==> config.mk <==
export PLATFORM = sky130hd
export DESIGN_NAME = circuit1_result_buffer
export DESIGN_NICKNAME = d
export VERILOG_FILES = /design/src/rtl/circuit1_result_buffer.sv
export SDC_FILE = /design/constraint.sdc
export NUM_CORES = 1
export LEC_CHECK = 0
export ABC_AREA = 1
export ABC_CLOCK_PERIOD_IN_PS = 2900
export BUFFER_PORTS_ARGS = -buffer_cell sky130_fd_sc_hd__buf_2
export CORE_AREA = 5 5 122 124
export CTS_BUF_LIST = sky130_fd_sc_hd__clkbuf_4 sky130_fd_sc_hd__clkbuf_8 sky130_fd_sc_hd__clkbuf_16
export DETAILED_ROUTE_END_ITERATION = 10
export DIE_AREA = 0 0 127 129
export PLACE_DENSITY = 0.83
export REMOVE_ABC_BUFFERS = 1
export SLEW_MARGIN = 20
export SYNTH_ARGS = -nofsm -noshare
export SYNTH_HDL_FRONTEND = slang
export SYNTH_SLANG_ARGS = --single-unit
==> constraint.sdc <==
create_clock -name clk -period 2.9 [get_ports clk]
set_clock_uncertainty 0.2 [all_clocks]
set_input_delay 0.29 -clock clk [delete_from_list [all_inputs] [get_ports clk]]
set_output_delay 0.29 -clock clk [all_outputs]
set_load 0.02 [all_outputs]
==> src/rtl/circuit1_result_buffer.sv <==
// Result buffer for the Circuit1 datapath: a show-ahead FIFO of (z, x) pairs with
// a valid/ready consumer port, plus running statistics over every accepted sample.
module circuit1_result_buffer #(
   parameter int DEPTH = 4,
   parameter int ZW    = 8,
   parameter int XW    = 16,
   parameter int SW    = 24,
   parameter int CW    = 8
) (
   input  logic                      clk,
   input  logic                      rst,
   input  logic                      in_valid,
   output logic                      in_ready,
   input  logic [ZW-1:0]             z_in,
   input  logic [XW-1:0]             x_in,
   output logic                      out_valid,
   input  logic                      out_ready,
   output logic [ZW-1:0]             out_z,
   output logic [XW-1:0]             out_x,
   output logic [$clog2(DEPTH):0]    level,
   output logic [SW-1:0]             sum_x,
   output logic [ZW-1:0]             max_z,
   output logic [CW-1:0]             n_samples,
   output logic                      sat_flag,
   output logic                      drop_flag,
   input  logic                      clr
);

   localparam int AW = $clog2(DEPTH);
   localparam int LW = AW + 1;

   logic [ZW-1:0] mem_z_q [DEPTH];
   logic [XW-1:0] mem_x_q [DEPTH];
   logic [AW-1:0] wr_ptr_q, wr_ptr_d;
   logic [AW-1:0] rd_ptr_q, rd_ptr_d;
   logic [LW-1:0] level_q, level_d;

   logic [SW-1:0] sum_q, sum_d;
   logic [SW:0]   sum_ext;
   logic [ZW-1:0] max_q, max_d;
   logic [CW-1:0] cnt_q, cnt_d;
   logic          sat_q, sat_d;
   logic          drop_q, drop_d;

   logic push, pop;

   // Handshake status depends on stored state only, never on the inputs.
   assign in_ready  = (level_q != LW'(DEPTH));
   assign out_valid = (level_q != '0);
   assign push      = in_valid & in_ready;
   assign pop       = out_valid & out_ready;

   assign out_z = out_valid ? mem_z_q[rd_ptr_q] : '0;
   assign out_x = out_valid ? mem_x_q[rd_ptr_q] : '0;

   // NOTE: storage has no reset; stale entries are masked by level, so clearing them buys nothing.
   always_ff @(posedge clk) begin
      if (push) begin
         mem_z_q[wr_ptr_q] <= z_in;
         mem_x_q[wr_ptr_q] <= x_in;
      end
   end

   // NOTE: every always_comb output gets a default first so no path leaves it unassigned (no latch).
   always_comb begin
      wr_ptr_d = wr_ptr_q;
      rd_ptr_d = rd_ptr_q;
      level_d  = level_q;
      if (push) wr_ptr_d = wr_ptr_q + AW'(1);
      if (pop)  rd_ptr_d = rd_ptr_q + AW'(1);
      case ({push, pop})
         2'b10:   level_d = level_q + LW'(1);
         2'b01:   level_d = level_q - LW'(1);
         default: level_d = level_q;
      endcase
   end

   always_comb begin
      sum_d   = sum_q;
      max_d   = max_q;
      cnt_d   = cnt_q;
      sat_d   = sat_q;
      drop_d  = drop_q;
      sum_ext = '0;
      if (clr) begin
         sum_d  = '0;
         max_d  = '0;
         cnt_d  = '0;
         sat_d  = 1'b0;
         drop_d = 1'b0;
      end
      // A clear in the same cycle as a push leaves exactly that one sample in the stats.
      if (push) begin
         sum_ext = {1'b0, sum_d} + {{(SW + 1 - XW){1'b0}}, x_in};
         if (sum_ext[SW] || (&sum_ext[SW-1:0])) begin
            sum_d = '1;
            sat_d = 1'b1;
         end else begin
            sum_d = sum_ext[SW-1:0];
         end
         if (z_in > max_d) max_d = z_in;
         if (cnt_d != '1)  cnt_d = cnt_d + CW'(1);
      end
      if (in_valid && !in_ready) drop_d = 1'b1;
   end

   // NOTE: clocked state uses non-blocking assignments so every register samples pre-edge values.
   always_ff @(posedge clk or negedge rst) begin
      if (!rst) begin
         wr_ptr_q <= '0;
         rd_ptr_q <= '0;
         level_q  <= '0;
         sum_q    <= '0;
         max_q    <= '0;
         cnt_q    <= '0;
         sat_q    <= 1'b0;
         drop_q   <= 1'b0;
      end else begin
         wr_ptr_q <= wr_ptr_d;
         rd_ptr_q <= rd_ptr_d;
         level_q  <= level_d;
         sum_q    <= sum_d;
         max_q    <= max_d;
         cnt_q    <= cnt_d;
         sat_q    <= sat_d;
         drop_q   <= drop_d;
      end
   end

   assign level     = level_q;
   assign sum_x     = sum_q;
   assign max_z     = max_q;
   assign n_samples = cnt_q;
   assign sat_flag  = sat_q;
   assign drop_flag = drop_q;

endmodule

==> results.tsv <==
metric	value	unit
overflow	0	
grt_pass1_wl	34300	um
fmax	336	MHz
synth_area_per_cell	8.10	um^2
place_congestion	0.950	
fillerInstances	959	
worstMarginPinSlew	762	ps
synth_area	0.00793	mm^2
drt-met1-wl	8900	um
whs	79.7	ps
grt_max_degree	50	
peakVddDrop	405	uV
fin_crit_sh	102	%
portBuffers	99	
highest_layer	met4	
crit_slowest_cell	dfrtp_1	
cp_common_cell	nand2_1	
vias	7438	
drt_iter0_markers	792	
syn-instance-count	979	
die_h	129	um
slowest_delay	420	ps
violations	setup timing	
cp.required	3060	ps
cts_sinks	145	
min-delay-path-class	in2reg	
die-area	0.0164	mm^2
critical_path_class	reg2reg	
arrival	3130	ps
setup_slack	-72.3	ps
worstPathCellList	inv_1, nor2_2, ha_4, buf_4, nand2_1, buf_4, inv_1, nand2_2, nand2_1, nand2_1, nand3_1, nand2_1, nand2_2, nand3_1, nor2_2, nand2_1, nor2_2, nand2_4, buf_12, nand3_1, nand2_1, inv_1	
grt_use_total	26.6	%
clk_latency	430	ps
dp_slack	-101	ps
via_per_inst	5.53	
power	9.80	mW
end_kind	register	
rsz0062_at_grt	true	
outcome	finished with violations	
cts-root-buf	clkbuf_16	
grt_pass1_vias	7140	
dr.pass1.iters	6	
ys_types	30	
num_antenna_cells	0	
drive_above_1_share	22.9	%
layout_common_cells	201 x nand2_1, 164 x nor2_1, 130 x inv_1, 96 x edfxtp_1, 95 x buf_2	
setup_viol	9	
yosys-top-cells-area	edfxtp_1 36%, dfrtp_1 15%, nand2_1 10%	
layout_commonest_cell	nand2_1	
yosys.area.top_type	edfxtp_1	
power.density	960	mW/mm^2
ys_seq_elements	145	
fin_crit	2970	ps
wire_per_inst	16.6	um
post_dp_cell_area	0.00900	mm^2
slew_headroom	49.2	%
postLayoutCoreUtil	74.7	%
hold_viol	0	
antenna_left	0	
crit_fanout	5	
area_delta_synth_final	28.7	%
start_kind	register	
ys_warn_count	0	
chipWidth	127	um
ios	100	
drv_slew	0	
drv_cap	0	
fin_area	0.0102	mm^2
htreeDepth	4	
dr_wl_met3	1710	um
rows	43	
leakagePower	4.82	nW
nNetsFinal	1213	
ys_seq_area_share	51.8	%
antenna_found_initial	0	
wl	22400	um
wl_met2	11000	um
synth_top_area_share	36.3	%
cts_buffer_depth	2	
numCtsBuffers	17	
coreArea	0.0137	mm^2
start_util	58.0	%
drc	0	
cts_tree	done	
hpwl	14300	um
path_clk_slew	60	ps
## logic make-up after synthesis
| kind of cell | Yosys count | synth area share, % |
|---|---|---|
| compound gates | 132 | 8.46 |
| buf+inv | 171 | 8.28 |
| xor+xnor | 11 | 1.21 |
| simple gates | 488 | 25.0 |
| fa+ha+maj | 32 | 5.24 |
| flops | 145 | 51.8 |
## worst max-delay path: cells and delay by family, from the launching register on
kind,cells,cell delay [ps]
adder cells (fa/ha/maj),1,280
AND/OR/NAND/NOR,15,1320
buffers and inverters,6,660
flip-flops,1,420
## area by class of cell
class | count | area (um^2) | area share (%)
Clock buffer | 20 | 460 | 4.51
Clock inverter | 12 | 108 | 1.05
Inverter | 139 | 522 | 5.11
Multi-Input combinational cell | 663 | 3490 | 34.2
Sequential cell | 145 | 4110 | 40.3
Tap cell | 180 | 225 | 2.21
Timing Repair Buffer | 186 | 1300 | 12.7
## registers in the layout (all words and copies together), names as in the netlist
signal and cells:
drop_flag 1, level 3, max_z 8, mem_x_q 64, mem_z_q 32, n_samples 8, rd_ptr_q 2, sat_flag 1
sum_x 24, wr_ptr_q 2
## final timing paths
check,endpoint,slack [ps],from,cells after the start
max,sum_x[6],-70,sum_x[7],22
min,rd_ptr_q[0],80,out_ready,4
max reg2reg,sum_x[6],-70,sum_x[7],22
min reg2reg,sat_flag,290,sat_flag,2
max in group asynchronous,sum_x[10],1670,rst,3
min in group asynchronous,sum_x[18],190,rst,2
## what timing repair did
action,CTS,global route
cloned,0,1
endpoints found under the hold margin,125,0
buffers inserted,0,5
resized for setup,4,72
endpoints found under the setup margin,24,24
hold buffers,26,0
pin swaps,0,22
## power by group
part	internal [mW]	leakage [nW]	switching, mW
Clock	1.24	0.276	0.862
Combinational	1.63	3.05	3.07
Sequential	2.75	1.49	0.246
Total	5.62	4.82	4.18
## through the flow
stage	std cells	setup TNS, ps
floorplan	947	-40270
global placement	1284	-2110
detailed placement	1284	-2150
CTS	1342	0
global route	1345	-4240
finish	1345	-207
## routing by layer
layer  track usage [%]  vias to the layer above
li1                  -                     3514
met1              34.1                     3456
met2              45.6                      376
met3              4.86                       92
met4              9.21                        0
met5                 0                        -
## synthesized netlist by cell type
cell      number
nand2_2        5
ha_1          30
clkbuf_1      27
xnor2_1        2
nand3b_1       5
o31ai_1        1
inv_2          1
nand2_1      218
or2_0          1
edfxtp_1      96
nand3_2        1
buf_6          2
dfrtp_1       49
nand4_1       10
a31oi_1        1
nand3_1       53
nor2_2         1
o21ai_0       80
nor2_1       183
o22ai_1        1
buf_1          3
a21oi_1       47
fa_1           2
nor4_1         3
o211ai_1       1
inv_1        137
xor2_1         9
clkinv_1       1
nor3_1         8
o21a_1         1
No activity file was read; power rests on OpenSTA's default activity.
